<file path="config.mk">
export PLATFORM = sky130hd
export DESIGN_NAME = button_events
export DESIGN_NICKNAME = d
export VERILOG_FILES = /design/src/rtl/button_events.sv
export SDC_FILE = /design/constraint.sdc
export NUM_CORES = 1
export LEC_CHECK = 0
export CORE_MARGIN = 3
export CORE_UTILIZATION = 58
export CTS_CLUSTER_DIAMETER = 30
export DETAILED_ROUTE_END_ITERATION = 7
export PLACE_DENSITY = 0.77
export SLEW_MARGIN = 5
export SYNTH_ARGS = -nofsm -noshare
export SYNTH_HDL_FRONTEND = slang
export SYNTH_SLANG_ARGS = --single-unit
</file>
<file path="constraint.sdc">
create_clock -name i_clk -period 2.6 [get_ports i_clk]
set_input_delay 0.52 -clock i_clk [delete_from_list [all_inputs] [get_ports i_clk]]
set_output_delay 0.52 -clock i_clk [all_outputs]
set_load 0.005 [all_outputs]
</file>
<file path="src/rtl/button_events.sv">
// Gesture classifier for one debounced push-button: emits registered one-cycle
// pulses for short press, double click, long press and auto-repeat while held.
module button_events #(
    parameter int unsigned p_long_cycles   = 25_000_000,
    parameter int unsigned p_double_gap    = 7_500_000,
    parameter int unsigned p_repeat_cycles = 5_000_000,
    parameter int unsigned p_cnt_width     = 32
) (
    input  logic i_clk,
    input  logic i_rst_n,
    input  logic i_btn,
    output logic o_short,
    output logic o_double,
    output logic o_long,
    output logic o_repeat,
    output logic o_held,
    output logic o_busy
);

    localparam logic [63:0] CNT_MAX = (64'd1 << p_cnt_width) - 64'd1;

    if (p_long_cycles < 2) begin : g_chk_long_min
        $error("button_events: p_long_cycles must be >= 2");
    end
    if (p_double_gap < 2) begin : g_chk_gap_min
        $error("button_events: p_double_gap must be >= 2");
    end
    if (p_cnt_width < 1) begin : g_chk_width_min
        $error("button_events: p_cnt_width must be >= 1");
    end
    if ((64'(p_long_cycles) - 64'd1 > CNT_MAX) ||
        (64'(p_double_gap) - 64'd1 > CNT_MAX) ||
        ((p_repeat_cycles != 0) && (64'(p_repeat_cycles) - 64'd1 > CNT_MAX))) begin : g_chk_range
        $error("button_events: p_cnt_width too small for the configured cycle counts");
    end

    localparam logic [p_cnt_width-1:0] CNT_ONE   = p_cnt_width'(32'd1);
    localparam logic [p_cnt_width-1:0] LONG_LAST = p_cnt_width'(p_long_cycles - 32'd1);
    localparam logic [p_cnt_width-1:0] GAP_LAST  = p_cnt_width'(p_double_gap - 32'd1);
    localparam logic [p_cnt_width-1:0] REP_LAST  =
        p_cnt_width'((p_repeat_cycles == 32'd0) ? 32'd0 : p_repeat_cycles - 32'd1);
    localparam bit REPEAT_EN = (p_repeat_cycles != 32'd0);

    typedef enum logic [2:0] {
        S_WAIT_REL,
        S_IDLE,
        S_PRESS1,
        S_GAP,
        S_PRESS2,
        S_HOLD
    } state_t;

    state_t                 state_q, state_d;
    logic [p_cnt_width-1:0] cnt_q, cnt_d;
    logic                   short_q, short_d;
    logic                   dbl_q, dbl_d;
    logic                   long_q, long_d;
    logic                   repeat_q, repeat_d;
    logic                   held_q, held_d;
    logic                   busy_q, busy_d;

    always_comb begin
        state_d  = state_q;
        cnt_d    = '0;
        short_d  = 1'b0;
        dbl_d    = 1'b0;
        long_d   = 1'b0;
        repeat_d = 1'b0;

        unique case (state_q)
            S_WAIT_REL: begin
                if (!i_btn) state_d = S_IDLE;
            end
            S_IDLE: begin
                if (i_btn) state_d = S_PRESS1;
            end
            S_PRESS1: begin
                if (i_btn) begin
                    if (cnt_q == LONG_LAST) begin
                        long_d  = 1'b1;
                        state_d = S_HOLD;
                    end else begin
                        cnt_d = cnt_q + CNT_ONE;
                    end
                end else begin
                    state_d = S_GAP;
                end
            end
            S_GAP: begin
                // A press on the expiry edge wins over the short-press verdict.
                if (i_btn) begin
                    state_d = S_PRESS2;
                end else if (cnt_q == GAP_LAST) begin
                    short_d = 1'b1;
                    state_d = S_IDLE;
                end else begin
                    cnt_d = cnt_q + CNT_ONE;
                end
            end
            S_PRESS2: begin
                if (!i_btn) begin
                    dbl_d   = 1'b1;
                    state_d = S_IDLE;
                end
            end
            S_HOLD: begin
                if (i_btn) begin
                    if (REPEAT_EN) begin
                        if (cnt_q == REP_LAST) begin
                            repeat_d = 1'b1;
                        end else begin
                            cnt_d = cnt_q + CNT_ONE;
                        end
                    end
                end else begin
                    state_d = S_IDLE;
                end
            end
            default: begin
                state_d = S_WAIT_REL;
            end
        endcase

        held_d = (state_d == S_HOLD);
        busy_d = (state_d != S_IDLE);
    end

    always_ff @(posedge i_clk or negedge i_rst_n) begin
        if (!i_rst_n) begin
            state_q  <= S_WAIT_REL;
            cnt_q    <= '0;
            short_q  <= 1'b0;
            dbl_q    <= 1'b0;
            long_q   <= 1'b0;
            repeat_q <= 1'b0;
            held_q   <= 1'b0;
            busy_q   <= 1'b0;
        end else begin
            state_q  <= state_d;
            cnt_q    <= cnt_d;
            short_q  <= short_d;
            dbl_q    <= dbl_d;
            long_q   <= long_d;
            repeat_q <= repeat_d;
            held_q   <= held_d;
            busy_q   <= busy_d;
        end
    end

    assign o_short  = short_q;
    assign o_double = dbl_q;
    assign o_long   = long_q;
    assign o_repeat = repeat_q;
    assign o_held   = held_q;
    assign o_busy   = busy_q;

endmodule

</file>
**Word level (Yosys, flattened, before mapping)**

Index checks and enable logic that the tools add are counted.

- Reductions and logical operators: 2
- Add/subtract/negate cells: 1
- Equality and inequality tests: 10
- Mux-type cells: 25

Operators by type and width:

| kind | number |
|---|---|
| 2-to-1 mux 32 bit | 6 |
| case mux 32 bit (3 select lines) | 1 |
| == test 32 x 23 -> 1 bit (second input constant) | 2 |
| adder 32 x 1 -> 32 bit (second input constant) | 1 |
| == test 32 x 25 -> 1 bit (second input constant) | 1 |
| 2-to-1 mux 3 bit | 6 |
| case mux 3 bit (4 select lines) | 1 |
| 2-to-1 mux 1 bit | 11 |
| == test 3 bit (second input constant) | 3 |
| == test 3 x 2 -> 1 bit (second input constant) | 2 |
| == test 3 x 1 -> 1 bit (second input constant) | 1 |
| logical NOT 3 bit | 1 |
| != test 3 x 1 -> 1 bit (second input constant) | 1 |
| OR reduction 3 bit | 1 |

- Word-level logic and storage cells: 46
- Input port bits: 3
- Bits in registers: 41
- Output and inout port bits: 6

**Depth between registers and ports, before layout**

Gate-level depths: netlist of the first run.

- Depth in word-level cells: 5
- Mapped depth: 7
- Mapped depth without buffers: 5

**Least setup slack after synthesis of the first run**

Ideal clock, no wire load.

- Path kind: flip-flop to flip-flop
- From: reg cnt_q[28]
- To: reg cnt_q[12]
- Library setup time: 0.119 ns
- Stages on the path, launching flop included: 7
- Required time: 2.481 ns
- Period minus slack after synthesis: 2.005 ns
- Slack: 0.595 ns
- Arrival: 1.886 ns
- Path buffers: 1
- Cells stage by stage: dfrtp_1 > nor4_4 > nand3_2 > o41a_1 > o32ai_4 > buf_6 > nor2_1

- Longest elaborated chain between the ends: 4
- Elaborated cells between the ends (all ways): 10
- Classes of those cells: eq/ne: 3; mux: 7

RTL lines:

| item | line | text |
|---|---|---|
| from (decl) | 54 | `logic [p_cnt_width-1:0] cnt_q, cnt_d;` |
| from (signal assigned) | 140 | `cnt_q <= cnt_d;` |
| == test 32 x 23 -> 1 bit, or another cell as far along | 109 | `if (cnt_q == REP_LAST) begin` |
| 2-to-1 mux 32 bit (on tied branches) | 109, 79, 93 |  |
| 2-to-1 mux 32 bit (on tied branches) | 107, 78, 91 |  |
| case mux 32 bit (3 select lines) (*) | 70 | `unique case (state_q)` |
| net cnt_d[12] | 54 |  |

The timed path passes the listed nets; every way through them passes the cells marked *.

**Worst setup path after layout of the first run**

- From: reg cnt_q[26]
- To: reg cnt_q[13]

Same word-level chain as after synthesis.

==> results of run 1 <==
cells in the mapped netlist, drive strengths merged, types with 2 or more instances:
| cell type | n | area share (%) |
|---|---|---|
| nand3 | 13 | 3.2 |
| dfrtp | 41 | 47 |
| nand4 | 8 | 2.3 |
| xnor2 | 23 | 9.2 |
| inv | 8 | 1.4 |
| clkbuf | 6 | 1.0 |
| a21o | 2 | 0.69 |
| buf | 5 | 1.9 |
| nor3 | 13 | 3.0 |
| a21boi | 2 | 0.69 |
| or4 | 2 | 0.69 |
| and3 | 4 | 1.1 |
| nor4bb | 2 | 0.92 |
| nand2 | 17 | 2.9 |
| nor4 | 13 | 4.4 |
| and4 | 4 | 1.6 |
| xor2 | 7 | 2.8 |
| or2 | 2 | 0.57 |
| nor2 | 37 | 6.4 |
area by class of cell:
cell class	count	share of cell area [%]
multi-input cells	167	44.6
flip-flops and latches	41	43.1
repair buffers	12	4.41
well taps	46	2.42
inverters	8	1.26
clock inverters	1	0.210
clock buffers	7	4.05
where the power goes:
group | internal (W) | switching (W) | total (W)
clock network | 0.000240 | 0.000211 | 0.000450
registers | 0.000676 | 0.0000460 | 0.000722
logic | 0.0000957 | 0.000138 | 0.000234
total | 0.00101 | 0.000395 | 0.00141
per-layer routing:
layer  GRT usage, %  vias up  wire length (microns)
li1               -      810                      -
met5              0        -                      0
met1           26.7      824                   1910
met4           12.2        0                     93
met3           5.49       10                    246
met2           36.1       51                   2070
state kept, by name, summed over array words and instances, names as in the netlist:
| signal | cells |
|---|---|
| o_busy | 1 |
| o_short | 1 |
| o_long | 1 |
| o_double | 1 |
| cnt_q | 32 |
| state_q | 3 |
| o_repeat | 1 |
| o_held | 1 |
logic make-up after synthesis:
group | count (synthesis)
AOI/OAI and AO/OA | 13
xor gates and xnor gates | 30
and+or+nand+nor | 123
DFF | 41
buffers and inverters | 19
adders and majority gates | 1
worst paths after layout:
path	to	slack, ps	cells past startpoint
min	cnt_q[23]	340	1
min reg2reg	cnt_q[4]	530	2
max	cnt_q[13]	320	6
max reg2reg	cnt_q[13]	320	6
min in group i_clk	cnt_q[4]	530	2
max in group asynchronous	cnt_q[10]	1720	1
per-stage QoR:
stage	hold slack [ps]	utilization, %	total power, W	std cells	area (sq um)
global route	416	68.7	0.00148	282	2380
floorplan	224	-	0.000909	227	2180
CTS	364	68.7	0.00142	282	2380
global placement	513	65.7	0.000952	274	2280
finish	339	68.7	0.00141	282	2380
detailed placement	519	65.7	0.000968	274	2280
==> out/qor.csv, run 1 <==
stage;metric;value;unit
setup_path;Worst EP arrival;2450;ps
power_and_ir_drop;Max VDD drop;0.392;mV
global_route;first-pass GRT wire length;7.45;mm
yosys;Mapped Area;2180;sq um
global_route;GRT Util Overall;22.1;%
timing;Slew Limit Fails;0;
yosys;Avg Inst Size Synth;9.61;sq um
floorplan;Boundary Pins;9;
setup_path;cell family with most CP delay;compound AO/OA/AOI/OAI gates;
yosys;largest family of logic cells by synthesized area;simple AND/OR/NAND/NOR gates;
drt;WL final;4.32;mm
yosys;number of distinct library cells after synthesis;41;
job;maxcap violations;0;
clocking;clock buffer depth;2;
drt;DRC viols;0;
timing;FMAX;0.439;GHz
timing;clock skew;7.48;ps
timing;Max-slew headroom;42.1;%
setup_path;worst setup path start;cnt_q[26];
drt;WL/cell;15.3;microns
drt;TritonRoute pass-1 iters;4;
drt;ANT nets after route;0;
yosys;Adder-Cell Fraction of Synth Area;0.573;%
setup_path;CP startpoint kind;flop;
drt;vias;1695;
setup_path;largest stage delay on the critical path;480;ps
finish;Sequential Area;1030;sq um
setup_path;Crit path required time;2780;ps
drt;drt initial violations;180;
setup_path;crit path buf inv count;1;
clocking;CTS tree;yes;
global_route;number of global-route vias before repair;1714;
floorplan;Starting Density;62.9;%
floorplan;core box area;3470;sq um
placement;routability cong.;0.886;
timing;RSZ-0062 raised after global routing;false;
timing;fin crit period;2280;ps
yosys;Compound-Gate Fraction of Synth Area;5.68;%
setup_path;slowest stage cell, crit path;o41a_1;
yosys;post-synthesis register bit count;41;
yosys;Synth Flop Type;dfrtp_1;
yosys;EDFF count, synth;0;
setup_path;CP max FO;20;
worst_hold_path;Worst Hold Class;input port to async pin;
clocking;clock root buffer;clkbuf_8;
timing;worst-margin pin slew;868;ps
yosys;YS warnings;0;
clocking;Worst-path clk slew;80;ps
finish;Final nets;239;
finish;share of cells above drive strength 1;8.05;%
yosys;fraction of registers with async set/reset;100;%
floorplan;Std-Cell Rows;21;
finish;Fill cells;276;
global_route;largest net degree at the start of global routing;42;
finish;n_diodes;0;
placement;port bufs;8;
clocking;# Post-CTS Setup Buffers;0;
setup_path;CP cell instances;nor3_1, nand3_2, o41a_1, o32ai_4, buf_4, nor2_1;
clocking;PostCTS Resize Cnt;0;
timing;Tcrit/Tclk final;87.6;%
timing;Fin. Hold Viols;0;
clocking;H-tree depth;2;
timing;Setup WS post-layout;324;ps
power_and_ir_drop;PwrDens;591;nW/um^2
placement;DP HPWL;3.01;mm
run_status;status;finished clean;
setup_path;CP Capture Type;flop;
clocking;CTS Hold Buffers Added;0;
floorplan;DIE HEIGHT;67.3;microns
yosys;Simple-Gate Fraction of Synth Area;30.3;%
setup_path;critical path class;flop to flop;
yosys;Seq/Total Area, Yosys;47.0;%
yosys;mux contribution to synthesized area;0;%
clocking;clock buffers created by TritonCTS;5;
floorplan;die width;67.3;microns
power_and_ir_drop;P_leak;0.939;nW
finish;commonest non-fill, non-tap cell in the layout;dfrtp_1;
drt;Vias per Instance;6.01;
finish;most frequent cells in the layout;dfrtp_1 (41), nor2_1 (37), xnor2_1 (23), nand2_1 (17), nor3_1 (13);
timing;final setup TNS;0;ps
finish;Layout area overhead;9.12;%
clocking;Worst-Skew Late Latency;290;ps
timing;Final Setup Violations;0;
floorplan;die area;4530;sq um
global_route;total congestion overflow;0;
finish;multi-input combinational cell area;1060;sq um
clocking;clock sink count;41;
global_route;initial antenna violation count;0;
yosys;Mapped Nets;231;
setup_path;RR Startpoint;cnt_q[26];
yosys;XOR/XNOR Fraction of Synth Area;12.0;%
placement;Setup WS pre-CTS;292;ps
yosys;synthesized instance count;227;
Note: power is estimated with default switching activity, not from simulation.
==> run 2, diff against run 1 <==
--- a/config.mk
+++ b/config.mk
@@ -5,12 +5,13 @@
 export SDC_FILE = /design/constraint.sdc
 export NUM_CORES = 1
 export LEC_CHECK = 0
+export ABC_AREA = 1
 export CORE_MARGIN = 3
 export CORE_UTILIZATION = 58
 export CTS_CLUSTER_DIAMETER = 30
 export DETAILED_ROUTE_END_ITERATION = 7
-export PLACE_DENSITY = 0.77
-export SLEW_MARGIN = 5
+export PLACE_DENSITY = 0.76
+export SLEW_MARGIN = 20
 export SYNTH_ARGS = -nofsm -noshare
 export SYNTH_HDL_FRONTEND = slang
 export SYNTH_SLANG_ARGS = --single-unit
==> run 2 against run 1 <==
  * Sequential power up 0.7%
  * Largest power group unchanged
  * Flip-flop and latch count unchanged
  * Via count up 46%
  * Combinational power up 80%
  * Register-to-register slack better by 220 ps
  * Synthesized cell count up 69%
  * Final area up 25%
  * Global-route usage up 3.8 points
  * Core utilization down 2.4 points
  * First-iteration DRC count up 48%
  * Highest routed layer unchanged
  * Cell count up 57%
  * Non-clock buffer count down 3
==> out/qor.csv, run 2 <==
stage;metric;value;unit;change
finish;n_diodes;0;;unchanged
drt;DRC viols;0;;unchanged
setup_path;Crit path required time;2760;ps;-20 ps
job;maxcap violations;0;;unchanged
clocking;PostCTS Resize Cnt;0;;unchanged
clocking;# Post-CTS Setup Buffers;0;;unchanged
global_route;total congestion overflow;0;;unchanged
finish;Final nets;395;;+65%
yosys;Avg Inst Size Synth;7.31;sq um;-24%
finish;share of cells above drive strength 1;12.2;%;+4.2 points
timing;RSZ-0062 raised after global routing;false;;
yosys;number of distinct library cells after synthesis;29;;-29%
finish;max reg flops;32;;unchanged
clocking;H-tree depth;2;;unchanged
yosys;YS warnings;0;;unchanged
placement;Setup WS pre-CTS;420;ps;+128 ps
setup_path;CP max FO;26;;+30%
timing;fin crit period;2050;ps;-223 ps
clocking;clock buffer depth;2;;unchanged
finish;Post-Layout Cell Count;444;;+57%
yosys;Mapped Nets;387;;+68%
timing;final setup TNS;0;ps;unchanged
finish;most frequent cells in the layout;nand2_1 (106), nor2_1 (65), dfrtp_1 (41), inv_1 (34), nand3_1 (21);;
finish;top flop regs;cnt_q (32), state_q (3);;
timing;Final Setup Violations;0;;unchanged
timing;worst hold slack;340;ps;+1.08 ps
yosys;commonest cells in the synthesized netlist;nand2_1 (106), nor2_1 (65), dfrtp_1 (41);;
finish;Biggest register;cnt_q;;
floorplan;Boundary Pins;9;;unchanged
floorplan;Std-Cell Rows;24;;+14%
global_route;met2 usage;39.0;%;+2.9 points
drt;WL/cell;15.0;microns;-2.1%
setup_path;Worst EP arrival;2210;ps;-240 ps
yosys;Mapped Area;2800;sq um;+28%
clocking;clock buffers created by TritonCTS;5;;unchanged
yosys;area leader, netlist;dfrtp_1;;
floorplan;DIE HEIGHT;75.5;microns;+12%
global_route;met3 usage;4.75;%;-0.74 points
clocking;clock sink count;41;;unchanged
timing;worst-margin pin slew;892;ps;+24.0 ps
placement;Placed Cells;436;;+59%
drt;Vias per Instance;5.58;;-7.2%
worst_hold_path;Worst Hold Class;input port to async pin;;
global_route;largest net degree at the start of global routing;42;;unchanged
yosys;top-count cell post-synth;nand2_1;;
timing;Tcrit/Tclk final;79.0;%;-8.6 points
global_route;initial antenna violation count;0;;unchanged
timing;Slew Limit Fails;0;;unchanged
floorplan;die width;75.5;microns;+12%
yosys;Synth Flop Type;dfrtp_1;;
timing;clock skew;5.27;ps;-2.21 ps
power_and_ir_drop;P_leak;1.19;nW;+27%
drt;ANT nets after route;0;;unchanged
global_route;GRT met1 Usage;36.3;%;+9.7 points
yosys;EDFF count, synth;0;;unchanged
floorplan;Starting Density;62.2;%;-0.75 points
placement;port bufs;8;;unchanged
run_status;status;finished clean;;
floorplan;core box area;4500;sq um;+30%
power_and_ir_drop;Max VDD drop;0.500;mV;+28%
yosys;synthesized instance count;383;;+69%
drt;vias;2477;;+46%
yosys;fraction of registers with async set/reset;100;%;unchanged
finish;Core Util, Final;66.3;%;-2.4 points
power_and_ir_drop;PwrDens;565;nW/um^2;-4.4%
global_route;GRT Util Overall;25.9;%;+3.8 points
clocking;CTS Hold Buffers Added;0;;unchanged
setup_path;CP Capture Type;flop;;
clocking;clock root buffer;clkbuf_8;;
placement;routability cong.;0.961;;+8.5%
yosys;Synth top area share;36.6;%;-10 points
finish;Layout area overhead;6.61;%;
placement;DP HPWL;5.15;mm;+71%
finish;Fill cells;401;;+45%
timing;Max-slew headroom;40.5;%;-1.6 points
yosys;largest cells by area after synthesis;dfrtp_1 (37%), nand2_1 (14%), nor2_1 (8.7%), a21oi_2 (6.3%), xor2_1 (4.7%);;
finish;commonest non-fill, non-tap cell in the layout;nand2_1;;
clocking;CTS tree;yes;;
yosys;Seq/Total Area, Yosys;36.6;%;-10 points
setup_path;CP startpoint kind;flop;;
timing;Setup WS post-layout;547;ps;+223 ps
timing;Fin. Hold Viols;0;;unchanged
drt;TritonRoute pass-1 iters;4;;unchanged
drt;drt initial violations;267;;+48%
floorplan;die area;5700;sq um;+26%
global_route;first-pass GRT wire length;10.9;mm;+47%
clocking;Worst-Skew Late Latency;300;ps;about the same
timing;FMAX;0.487;GHz;+11%
setup_path;critical path class;flop to flop;;
global_route;number of global-route vias before repair;2303;;+34%
drt;WL final;6.66;mm;+54%
clocking;Worst-path clk slew;80;ps;about the same
global_route;GRT Max-Usage Layer;met2;;
yosys;post-synthesis register bit count;41;;unchanged
==> run 2: cell count changes in the layout (fill, tap and decap cells not counted), sizes merged, moves of 8 or more <==
| cell | change |
|---|---|
| a21oi | +28 |
| inv | +26 |
| nand2 | +98 |
| nand3 | +9 |
| nand4 | +10 |
| nor2 | +35 |
| nor4 | -10 |
| xnor2 | -17 |
| xor2 | +8 |
==> run 2: power by group <==
part	total [W]	internal (W)	leakage (nW)	switching, W
clock	0.000538	0.000313	0.0585	0.000224
sequential	0.000727	0.000685	0.563	0.0000424
combinational	0.000421	0.000118	0.572	0.000303
total	0.00169	0.00112	1.19	0.000570
==> run 2: path summary, 6_finish.rpt <==
| path | startpoint | to | slack (ps) | depth (start not counted) |
|---|---|---|---|---|
| min reg2reg | cnt_q[0] | cnt_q[0] | 460 | 1 |
| max in group asynchronous | i_rst_n | o_double | 1700 | 1 |
| min | i_rst_n | cnt_q[25] | 340 | 1 |
| min in group i_clk | cnt_q[0] | cnt_q[0] | 460 | 1 |
| max reg2reg | cnt_q[0] | cnt_q[1] | 550 | 10 |
| max | cnt_q[0] | cnt_q[1] | 550 | 10 |
==> run 2: cell families after synthesis <==
logic type / after synthesis / share of synthesized area, %
fa+ha+maj: 1 / 0.447
compound gates: 35 / 9.38
flops: 41 / 36.6
buf+inv: 42 / 7.37
simple gates: 243 / 39.6
xor+xnor: 21 / 6.57
==> run 2: routing by layer <==
| metal | routed length [microns] | vias to the layer above |
|---|---|---|
| li1 | - | 1247 |
| met1 | 3050 | 1119 |
| met2 | 2950 | 94 |
| met3 | 462 | 17 |
| met4 | 196 | 0 |
| met5 | 0 | - |
==> run 2: critical path, cell delays in order, from the launching register on <==
cell	delay [ps]
dfrtp_1	370
ha_1	320
nand2_2	140
nor2_8	160
nand3_2	70
nor2_1	170
nand2_1	130
nand2_2	100
nand2_4	80
nand2_8	230
a21boi_0	130
==> run 2: per-stage QoR <==
stage                     area, sq um  total power (W)
final                            2990          0.00169
after CTS                        2990          0.00170
after floorplan                  2800          0.00108
after global placement           2870          0.00115
after detailed placement         2870          0.00117
after global routing             2990          0.00178
==> run 2: layout make-up <==
class	count	area [sq um]	share of cell area, %
inverter	34	128	4.27
multi-input combinational	300	1570	52.5
clock buffer	7	86.3	2.89
clock inverter	1	30.0	1.01
sequential	41	1030	34.4
tap	52	65.1	2.18
timing repair buffer	9	82.6	2.77
